### config.mk
export PLATFORM = sky130hd
export DESIGN_NAME = cpu_sequencer
export DESIGN_NICKNAME = d
export VERILOG_FILES = /design/src/rtl/cpu_sequencer.sv
export SDC_FILE = /design/constraint.sdc
export NUM_CORES = 1
export LEC_CHECK = 0
export CAP_MARGIN = 40
export CORE_UTILIZATION = 35
export CTS_BUF_LIST = sky130_fd_sc_hd__clkbuf_4 sky130_fd_sc_hd__clkbuf_8
export DETAILED_ROUTE_END_ITERATION = 8
export SLEW_MARGIN = 25
export SYNTH_ARGS = -nofsm -noshare
export SYNTH_HDL_FRONTEND = slang
export SYNTH_SLANG_ARGS = --single-unit
### constraint.sdc
create_clock -name clk -period 4.8 [get_ports clk]
set_clock_uncertainty 0.2 [all_clocks]
set_input_delay 0.72 -clock clk [delete_from_list [all_inputs] [get_ports clk]]
set_output_delay 0.72 -clock clk [all_outputs]
set_load 0.005 [all_outputs]
### src/rtl/cpu_sequencer.sv
// Multi-cycle instruction sequencer: owns the PC, fetches over a req/ack port and
// steps the register file / ALU handshake. Optional trap: CPU_SEQUENCER_ILLEGAL_TRAP_EN.
module cpu_sequencer #(
  parameter int PC_W = 8
) (
  input  logic            clk,
  input  logic            rst_n,
  output logic            imem_req,
  output logic [PC_W-1:0] imem_addr,
  input  logic            imem_ack,
  input  logic [15:0]     imem_rdata,
  output logic [2:0]      reg_sel_r0,
  output logic [2:0]      reg_sel_r1,
  output logic [2:0]      reg_sel_w0,
  output logic            reg_w0_rw,
  input  logic [15:0]     reg_r0_data,
  output logic [4:0]      alu_op,
  output logic            alu_start,
  input  logic            alu_done,
  output logic [PC_W-1:0] pc,
  output logic            halted,
  output logic            illegal_op
);

  typedef enum logic [2:0] {
    ST_START,
    ST_FETCH,
    ST_DECODE,
    ST_EXEC,
    ST_WB,
    ST_HALT
  } state_t;

  typedef enum logic [2:0] {
    CL_RTYPE,
    CL_BEQZ,
    CL_JMP,
    CL_HALT,
    CL_ILLEGAL
  } op_class_t;

  localparam logic [4:0] OP_BEQZ = 5'b01000;
  localparam logic [4:0] OP_JMP  = 5'b01001;
  localparam logic [4:0] OP_HALT = 5'b11111;

  state_t          state, next_state;
  op_class_t       op_class;
  logic [15:0]     ir;
  logic [PC_W-1:0] pc_q, pc_next, pc_inc, pc_branch, pc_jump;

  logic [4:0] opcode;
  logic [2:0] ra, rb, rc;

  assign opcode = ir[15:11];
  assign ra     = ir[10:8];
  assign rb     = ir[7:5];
  assign rc     = ir[4:2];

  assign pc        = pc_q;
  assign imem_addr = pc_q;

  // Targets are taken modulo 2^PC_W; since PC_W <= 8, sign-extending imm8 beyond
  // PC_W bits cannot change the truncated sum, so the low PC_W bits suffice.
  assign pc_inc    = pc_q + PC_W'(1);
  assign pc_branch = pc_inc + ir[PC_W-1:0];
  assign pc_jump   = ir[PC_W-1:0];

  always_comb begin
    // NOTE: every combinational output gets a default first so no path leaves it
    // unassigned; otherwise synthesis infers a latch.
    op_class = CL_ILLEGAL;
    if (opcode[4:3] == 2'b00)   op_class = CL_RTYPE;
    else if (opcode == OP_BEQZ) op_class = CL_BEQZ;
    else if (opcode == OP_JMP)  op_class = CL_JMP;
    else if (opcode == OP_HALT) op_class = CL_HALT;
  end

  always_comb begin
    next_state = state;
    pc_next    = pc_q;
    unique case (state)
      ST_START:  next_state = ST_FETCH;
      ST_FETCH:  if (imem_ack) next_state = ST_DECODE;
      ST_DECODE: begin
        unique case (op_class)
          CL_RTYPE, CL_BEQZ, CL_JMP: next_state = ST_EXEC;
          CL_HALT:                   next_state = ST_HALT;
          default: begin
`ifdef CPU_SEQUENCER_ILLEGAL_TRAP_EN
            next_state = ST_HALT;
`else
            next_state = ST_WB;
`endif
          end
        endcase
      end
      ST_EXEC: begin
        if (op_class == CL_RTYPE) begin
          if (alu_done) next_state = ST_WB;
        end else begin
          next_state = ST_FETCH;
          if (op_class == CL_JMP)    pc_next = pc_jump;
          else if (reg_r0_data == '0) pc_next = pc_branch;
          else                        pc_next = pc_inc;
        end
      end
      ST_WB: begin
        next_state = ST_FETCH;
        pc_next    = pc_inc;
      end
      ST_HALT:   next_state = ST_HALT;
      default:   next_state = ST_START;
    endcase
  end

  always_ff @(posedge clk or negedge rst_n) begin
    if (!rst_n) begin
      state <= ST_START;
      pc_q  <= '0;
      // NOTE: IR is a single architectural register, not a memory array, so it
      // is reset like everything else and decodes as a defined word after reset.
      ir    <= '0;
    end else begin
      // NOTE: state registers use non-blocking assignments so every flop samples
      // the pre-edge values regardless of statement order.
      state <= next_state;
      pc_q  <= pc_next;
      if (state == ST_FETCH && imem_ack) ir <= imem_rdata;
    end
  end

  // Registered outputs are computed from the upcoming state so each one is
  // valid in the very cycle its state is entered.
  always_ff @(posedge clk or negedge rst_n) begin
    if (!rst_n) begin
      imem_req   <= 1'b0;
      alu_start  <= 1'b0;
      reg_w0_rw  <= 1'b0;
      halted     <= 1'b0;
      alu_op     <= '0;
      reg_sel_r0 <= '0;
      reg_sel_r1 <= '0;
      reg_sel_w0 <= '0;
    end else begin
      imem_req  <= (next_state == ST_FETCH);
      alu_start <= (state == ST_DECODE) && (next_state == ST_EXEC) &&
                   (op_class == CL_RTYPE);
      reg_w0_rw <= (state == ST_EXEC) && (next_state == ST_WB);
      halted    <= (next_state == ST_HALT);
      if (state == ST_DECODE) begin
        alu_op <= opcode;
        if (op_class == CL_RTYPE) begin
          reg_sel_w0 <= ra;
          reg_sel_r0 <= rb;
          reg_sel_r1 <= rc;
        end else if (op_class == CL_BEQZ) begin
          reg_sel_r0 <= ra;
        end
      end
    end
  end

`ifdef CPU_SEQUENCER_ILLEGAL_TRAP_EN
  always_ff @(posedge clk or negedge rst_n) begin
    if (!rst_n) begin
      illegal_op <= 1'b0;
    end else if (state == ST_DECODE && op_class == CL_ILLEGAL) begin
      illegal_op <= 1'b1;
    end
  end
`else
  assign illegal_op = 1'b0;
`endif

endmodule

==> results.md, run 1 <==
* Synth Register Bits at 45
* GRT Total Usage at 15.79%
* Postcts setup bufs at 0
* Detail Route met2 WL at 2.448 mm
* Worst-margin pin slew at 0.6512 ns
* Core ar. at 6832 um^2
* Via density at 4.894
* Post-synthesis net count at 294
* Die ar. at 7470 um^2
* Detailed Place HPWL at 4.287 mm
* Startpoint types: register
* Via count at 1992
* Hold Path Class: primary input to asynchronous set/reset pin
* Post-DP Area at 3253 um^2
* Setup tns final at 0 ns
* Layout Utilization at 48.96%
* Finished Cell Area at 3344 um^2
* Number of synthesis warnings at 0
* Wire per inst at 13.60 um
* Vias in the first global route at 1825
* Syn avg cell area at 10.02 um^2
* Final Hold Fails at 0
* Period utilisation layout at 64.89%
* First-pass GRT wire length at 9.114 mm
* Number of buffers created by CTS at 5
* Max_cap viols at 0
* RSZ-0062 raised after global routing: false
* Critical path type: register to register
* Peak VDD IR at 0.0002489 V
* Post-route DRC violation count at 0
* Metal-1 WL at 2.770 mm
* Final ANT Viol Nets at 0
* Netlist cell types at 44
* Register area share after synthesis at 45.14%
* Starting density of the core at 36.52%
* Largest net degree at the start of global routing at 24
* Reg clk slew, reported paths at 0.09 ns
* Die W at 86.43 um
* Top Ports at 71
* Final min period at 3.115 ns
* Resize count post-CTS at 0
* Ratio of cells with drive above 1 in the final layout at 14.79%
* Critical path cell sequence: ha_1, nand3_1, xnor2_1, ha_1, a21o_1, a21o_1, a221oi_2, xor2_1, or3_1, a31o_1
* Delay of the slowest critical-path stage at 0.49 ns
* Inserted Diodes at 0
* Clock root buffer: clkbuf_8
* Power Total at 2.159 mW
* Detailed Route Iter0 Violations at 102
* Total wire length at 5.534 mm
* Wire length on met3 at 247 um
* Final Slew Violations at 0
* Clk sinks at 45
* Cell Area, Synth at 2495 um^2
* First-pass detailed-route iteration total at 4
* Crit end category: register
* Pwr dens at 645.6 nW/um^2
* DR top layer: met4
* Worst-Skew Late Latency at 0.30 ns
* CP required at 4.79 ns
* Hold Buf Count CTS at 0
* Synth-to-Final Area Change at 34.05%
* Status: finished clean
* # setup viols final at 0
* Die H at 86.43 um
* Worst path slowest cell: dfrtp_1
* Relative slew margins at 56.30%
* Synthesized instance count at 249
* FP Rows at 30
* Initial antenna violation count at 0
* LEAKAGE at 1.448 nW
* Gpl congestion at 0.8228
* Fmax at 321.1 MHz
* Buffers from clock root to sink, at most at 2
* Global route overflow at 0
* H-tree Lvls at 2
* Signal arrival time at the worst endpoint at 3.11 ns
* Post-layout nets at 355
* Max FO, Critical Path at 8
* CTS tree: built
* Port bufs at 69
==> worst max-delay path: cells and delay by family (launching register included) <==
kind | cells | cell delay [ns]
flip-flops | 1 | 0.49
adder cells (fa/ha/maj) | 2 | 0.61
XOR/XNOR | 2 | 0.39
AND/OR/NAND/NOR | 2 | 0.46
AO/OA/AOI/OAI | 4 | 0.86
==> placed cells by master, fill, tap and decap left out, drive strengths merged <==
cell / instances
a221oi: 1
dfrtp: 45
a211o: 1
nor3: 7
xnor2: 3
clkbuf: 7
nand3: 9
or3: 5
nand4: 3
ha: 8
nor2: 15
a22oi: 2
fa: 1
a31o: 1
nand2b: 1
inv: 5
o21ai: 20
and2: 1
a31oi: 2
conb: 1
mux2i: 5
nor4: 4
and3: 3
or2: 1
o21a: 2
nor4bb: 1
xor2: 8
clkdlybuf4s50: 68
buf: 4
a21o: 5
a32oi: 1
mux2: 22
clkinvlp: 1
a211oi: 4
a21oi: 10
nand2: 34
==> worst paths after layout <==
check                             startpoint  cells after the start      endpoint  slack [ns]
worst max-delay path            imem_addr[0]                     10  imem_addr[7]        1.69
worst min-delay path                   rst_n                      1        ir[15]        0.20
worst max register to register  imem_addr[0]                     10  imem_addr[7]        1.69
worst min register to register     alu_op[2]                      2     alu_op[2]        0.28
max in group asynchronous              rst_n                      2        ir[13]        3.69
min in group clk                   alu_op[2]                      2     alu_op[2]        0.28
==> cell type report <==
type,count,area [um^2]
Clock buffer,7,83.83
Clock inverter,1,7.507
Fill cell,651,3487
Inverter,5,18.77
Multi-Input combinational cell,181,1260
Sequential cell,45,1126
Tap cell,96,120.1
Timing Repair Buffer,72,728.2
==> metal layers <==
layer,up-vias,global-route usage (%)
met5,-,0
met4,0,5.455
met3,7,3.048
met2,50,22.87
met1,938,23.48
li1,997,-
==> through the flow <==
stage	hold WS, ns	cells	setup WS (ns)
floorplan	0.2244	249	1.915
global placement	0.2624	398	1.799
detailed placement	0.2634	399	1.716
CTS	0.2283	407	1.700
global route	0.2485	407	1.528
finish	0.1991	407	1.685
==> sequential cells by signal, summed over array words and instances (netlist names) <==
signal      cells
alu_op          5
reg_w0_rw       1
imem_addr       8
reg_sel_r1      3
state           3
reg_sel_w0      3
imem_req        1
halted          1
alu_start       1
reg_sel_r0      3
ir             16
==> cells by family after synthesis <==
logic type | after synthesis | synth area share, %
adder cells (fa/ha/maj) | 9 | 4.815
XOR/XNOR | 11 | 3.862
buffers and inverters | 23 | 5.165
other | 1 | 0.1503
flip-flops | 45 | 45.14
AND/OR/NAND/NOR | 84 | 16.80
AO/OA/AOI/OAI | 49 | 12.14
multiplexers | 27 | 11.94
==> cells in the mapped netlist, drive strengths merged <==
cell type | instances | area share [%]
and2 | 1 | 0.25
inv | 5 | 0.75
clkbuf | 4 | 0.70
nor3 | 7 | 1.6
a221oi | 1 | 0.60
a21o | 5 | 1.6
or3 | 5 | 1.5
buf | 14 | 3.7
or2 | 1 | 0.25
nor2 | 15 | 2.7
nand2b | 1 | 0.25
a211o | 1 | 0.35
o21ai | 20 | 4.0
a31oi | 2 | 0.50
nor4bb | 1 | 0.40
xnor2 | 3 | 1.1
nand2 | 34 | 5.2
a32oi | 1 | 0.35
dfrtp | 45 | 45
mux2 | 22 | 9.9
a211oi | 4 | 1.2
a22oi | 2 | 0.60
a21oi | 10 | 2.0
conb | 1 | 0.15
o21a | 2 | 0.60
ha | 8 | 4.0
xor2 | 8 | 2.8
nand3 | 9 | 2.2
fa | 1 | 0.80
a31o | 1 | 0.35
nor4 | 4 | 1.0
mux2i | 5 | 2.0
and3 | 3 | 0.75
nand4 | 3 | 0.75
==> power breakdown <==
part | switching [mW] | internal [mW]
logic | 0.523 | 0.645
registers | 0.194 | 0.554
clock network | 0.128 | 0.114
Power figures use the tool's default switching activity.
==> run 2: changes to the inputs <==
==> constraint.sdc (replaced) <==
create_clock -name clk -period 2.9 [get_ports clk]
set_clock_uncertainty 0.2 [all_clocks]
set_input_delay 0.435 -clock clk [delete_from_list [all_inputs] [get_ports clk]]
set_output_delay 0.435 -clock clk [all_outputs]
set_load 0.005 [all_outputs]
==> results.md, run 2 (same netlist as run 1, synthesis figures left out) <==
* Layout Utilization at 50.11%
* Critical path type: register to register
* Fin Hold WS at 0.2827 ns
* Final Hold Fails at 0
* Ratio of cells with drive above 1 in the final layout at 18.18%
* Max FO, Critical Path at 5
* CP required at 2.89 ns
* Peak VDD IR at 0.0004143 V
* First-pass detailed-route iteration total at 4
* Total wire length at 5.903 mm
* First-pass GRT wire length at 9.653 mm
* Starting density of the core at 36.52%
* Hold Path Class: register to register
* Port bufs at 69
* Worst hold start: alu_op[3]
* Die ar. at 7470 um^2
* Global route overflow at 0
* Worst-margin pin slew at 0.6993 ns
* GRT Total Usage at 16.72%
* Relative slew margins at 53.07%
* Most frequent cells in the layout: 68 x clkdlybuf4s50_1, 44 x dfrtp_1, 33 x nand2_1, 22 x mux2_2, 16 x o21ai_0
* Fmax at 363.4 MHz
* Max reg flops at 16
* Startpoint types: register
* Clock root buffer: clkbuf_8
* CTS tree: built
* LEAKAGE at 1.486 nW
* Post-route DRC violation count at 0
* Detailed Place HPWL at 4.420 mm
* Number of buffers created by CTS at 5
* Hold Path End: alu_op[3]
* Clk sinks at 45
* Vias in the first global route at 1968
* Gpl congestion at 0.7947
* Largest net degree at the start of global routing at 25
* Final ANT Viol Nets at 0
* Worst r2r src: imem_addr[1]
* RR Endpoint: imem_addr[7]
* Reg clk slew, reported paths at 0.09 ns
* DP Worst Slack at 0.05369 ns
* Buffers from clock root to sink, at most at 2
* Final worst slack at 0.1483 ns
* Hold path cells at 2
* FF-to-FF setup slack at 0.15 ns
* Fillers at 666
* Detailed Route Iter0 Violations at 109
* Post-layout nets at 363
* Worst-Skew Late Latency at 0.29 ns
* Signal arrival time at the worst endpoint at 2.74 ns
* Top Ports at 71
* # setup viols final at 0
* Crit end category: register
* Reg2Reg Depth at 10
* Via count at 2023
* Status: finished clean
* H-tree Lvls at 2
* Die W at 86.43 um
* Max_cap viols at 0
* Via density at 4.875
* Period utilisation layout at 94.89%
* Die H at 86.43 um
* Final min period at 2.752 ns
* Biggest register: ir
* Initial antenna violation count at 0
* Setup tns final at 0 ns
* Synth-to-Final Area Change at 37.21%
* Core ar. at 6832 um^2
* Wire per inst at 14.22 um
* Most common cell after layout, fill and taps aside: clkdlybuf4s50_1
* Inserted Diodes at 0
* FP Rows at 30
* Pwr dens at 1080 nW/um^2
* Final Slew Violations at 0
[run 2: how the worst max path moves through the flow]
| stage | start | end | cells past startpoint |
|---|---|---|---|
| after global routing | imem_addr[0] | imem_addr[7] | 10 |
| after floorplan | imem_addr[0] | imem_addr[7] | 10 |
| after detailed placement | imem_addr[1] | imem_addr[7] | 10 |
| after global placement | imem_addr[0] | imem_addr[7] | 10 |
| final | imem_addr[1] | imem_addr[7] | 10 |
| after CTS | imem_addr[1] | imem_addr[7] | 10 |
[run 2: per-layer routing]
layer | vias to the layer above | GRT usage, % | routed length [um]
met5 | - | 0 | 0
met4 | 0 | 5.758 | 68
met3 | 4 | 3.238 | 195
met2 | 50 | 25.61 | 2719
met1 | 964 | 23.69 | 2920
li1 | 1005 | - | -
[run 2: cell type report]
cell class,count,area (um^2),share of cell area (%)
Multi-Input combinational cell,181,1295,37.83
Sequential cell,45,1127,32.93
Timing Repair Buffer,80,770.7,22.51
Tap cell,96,120.1,3.509
Clock buffer,7,83.83,2.449
Inverter,5,18.77,0.5482
Clock inverter,1,7.507,0.2193
[run 2: through the flow]
step | instance area, um^2 | power (mW) | instances
final | 3423 | 3.697 | 415
after global placement | 3273 | 3.197 | 405
after floorplan | 2495 | 2.492 | 249
after global routing | 3423 | 4.030 | 415
after detailed placement | 3273 | 3.248 | 405
after CTS | 3374 | 3.663 | 414
[run 2: what timing repair did]
item	in CTS	in global routing
endpoints found under the setup margin	0	1
hold endpoints to repair	21	0
resized for setup	0	7
hold buffers	1	0
buffers inserted	0	1
[run 2: critical path, cell delays in order (launching register included)]
cell and delay (ns):
dfrtp_1 0.36, ha_1 0.18, nand3_2 0.12, xnor2_2 0.28
ha_4 0.26, a21o_1 0.17, a21o_1 0.18, a221oi_2 0.27
xor2_1 0.11, or3_1 0.31, a31o_1 0.21
[run 2: power by group]
group / switching [mW] / internal, mW / leakage (nW)
Clock: 0.210 / 0.190 / 0.0453
Sequential: 0.313 / 0.918 / 0.554
Combinational: 0.929 / 1.14 / 0.886
==> run 3: changes to the inputs <==
--- a/config.mk
+++ b/config.mk
@@ -5,10 +5,10 @@
 export SDC_FILE = /design/constraint.sdc
 export NUM_CORES = 1
 export LEC_CHECK = 0
-export CAP_MARGIN = 40
-export CORE_UTILIZATION = 35
+export CORE_UTILIZATION = 49
 export CTS_BUF_LIST = sky130_fd_sc_hd__clkbuf_4 sky130_fd_sc_hd__clkbuf_8
 export DETAILED_ROUTE_END_ITERATION = 8
+export PLACE_DENSITY = 0.82
 export SLEW_MARGIN = 25
 export SYNTH_ARGS = -nofsm -noshare
 export SYNTH_HDL_FRONTEND = slang
==> results.md, run 3 (same netlist as run 1, synthesis figures left out) <==
* Fmax at 358.2 MHz
* Peak VDD IR at 0.0005603 V
* Top delay family on crit path: compound AO/OA/AOI/OAI gates
* Vias in the first global route at 1963
* Worst-margin pin slew at 0.6416 ns
* Crit-path most repeated cell: xor2_1
* Via count at 2064
* Die H at 73.36 um
* H-tree Lvls at 2
* Starting density of the core at 51.79%
* Period utilisation layout at 96.27%
* Inserted Diodes at 0
* Final Slew Violations at 0
* Max FO, Critical Path at 7
* Post-route DRC violation count at 0
* First-pass detailed-route iteration total at 4
* Initial antenna violation count at 0
* Die ar. at 5381 um^2
* Wire per inst at 14.47 um
* Startpoint types: register
* Reg clk slew, reported paths at 0.09 ns
* Top Ports at 71
* Final min period at 2.792 ns
* Max reg flops at 16
* Hold path cells at 2
* Critical path type: register to register
* Reg2Reg Depth at 10
* Hold Path Class: register to register
* CTS tree: built
* LEAKAGE at 1.499 nW
* First-pass GRT wire length at 9.128 mm
* GRT Total Usage at 22.42%
* Final Hold Fails at 0
* Clk sinks at 45
* Die W at 73.36 um
* Gpl congestion at 0.8532
* Critical path cell sequence: buf_4, nand3_2, nor2_4, xor2_1, ha_1, a21o_1, a221oi_2, xor2_1, or3_1, a31o_1
* Number of buffers created by CTS at 5
* Biggest register: ir
* Detailed Place HPWL at 4.164 mm
* Fillers at 382
* FP Rows at 25
* Worst-Skew Late Latency at 0.30 ns
* Most common cell after layout, fill and taps aside: clkdlybuf4s50_1
* Worst path slowest cell: dfrtp_1
* Most frequent cells in the layout: 68 x clkdlybuf4s50_1, 44 x dfrtp_1, 33 x nand2_1, 22 x mux2_2, 16 x o21ai_0
* Status: finished clean
* Clock root buffer: clkbuf_8
* Relative slew margins at 56.94%
* Via density at 5.333
* Largest net degree at the start of global routing at 46
* Signal arrival time at the worst endpoint at 2.78 ns
* Crit end category: register
* Port bufs at 69
* Layout Utilization at 70.70%
* Global route overflow at 0
* Pwr dens at 1095 nW/um^2
* Post-layout nets at 364
* Final ANT Viol Nets at 0
* Power Total at 3.730 mW
* # setup viols final at 0
* Buf/Inv on CP at 1
* Synth-to-Final Area Change at 36.51%
* Delay of the slowest critical-path stage at 0.36 ns
* Max_cap viols at 0
* Cell count along the critical path at 10
* Ratio of cells with drive above 1 in the final layout at 18.13%
* Detailed Route Iter0 Violations at 193
* Core ar. at 4817 um^2
* Total wire length at 5.600 mm
* Buffers from clock root to sink, at most at 2
* CP required at 2.89 ns
run 3: cell type report:
type | instances | area [um^2] | share of cell area [%]
multi-input cells | 181 | 1299 | 38.13
flip-flops and latches | 45 | 1127 | 33.10
repair buffers | 81 | 780.7 | 22.92
well taps | 67 | 83.83 | 2.461
clock buffers | 6 | 82.58 | 2.425
inverters | 5 | 18.77 | 0.5511
clock inverters | 2 | 13.76 | 0.4041
run 3: metal layers:
layer | part of all wire (%) | GRT usage (%) | routed length [um]
met1 | 46 | 30.41 | 2584
met3 | 5.8 | 6.036 | 324
met5 | 0 | 0 | 0
met2 | 47 | 35.08 | 2625
met4 | 1.2 | 7.265 | 66
run 3: metrics by stage:
stage | setup TNS [ns] | hold WS, ns | instances | area, um^2 | setup slack (ns)
2_1_floorplan | 0 | -0.06059 | 249 | 2495 | 0.01482
3_3_place_gp | 0 | 0.2614 | 375 | 3229 | 0.1307
3_5_place_dp | 0 | 0.2677 | 375 | 3229 | 0.03763
4_1_cts | 0 | 0.1276 | 383 | 3326 | 0.02631
5_1_grt | -0.01798 | 0.3056 | 387 | 3406 | -0.01798
6_report | 0 | 0.2823 | 387 | 3406 | 0.1082
run 3: worst reg2reg max path: cells and delay by family, from the launching register on:
| kind | cells | cell delay [ns] |
|---|---|---|
| adders and majority gates | 1 | 0.33 |
| and+or+nand+nor | 3 | 0.61 |
| xor gates and xnor gates | 2 | 0.34 |
| AOI/OAI and AO/OA | 3 | 0.69 |
| DFF | 1 | 0.36 |
| buffers and inverters | 1 | 0.15 |
run 3: power by group:
group / switching [mW] / internal (mW) / leakage (nW)
Combinational: 0.937 / 1.16 / 0.894
Sequential: 0.298 / 0.917 / 0.554
Clock: 0.219 / 0.193 / 0.0512
Total: 1.45 / 2.27 / 1.50
run 3: what timing repair did:
action | CTS | global route
hold endpoints to repair | 0 | 45
setup buffers | 0 | 3
hold buffers | 0 | 1
resized for setup | 0 | 6
setup endpoints to repair | 0 | 1
run 3: worst paths after layout:
path,start,end,slack [ns]
max,imem_addr[0],imem_addr[7],0.11
min,alu_op[2],alu_op[2],0.28
max reg2reg,imem_addr[0],imem_addr[7],0.11
min reg2reg,alu_op[2],alu_op[2],0.28
max in group asynchronous,rst_n,imem_addr[2],1.63
min in group asynchronous,rst_n,alu_op[2],0.46
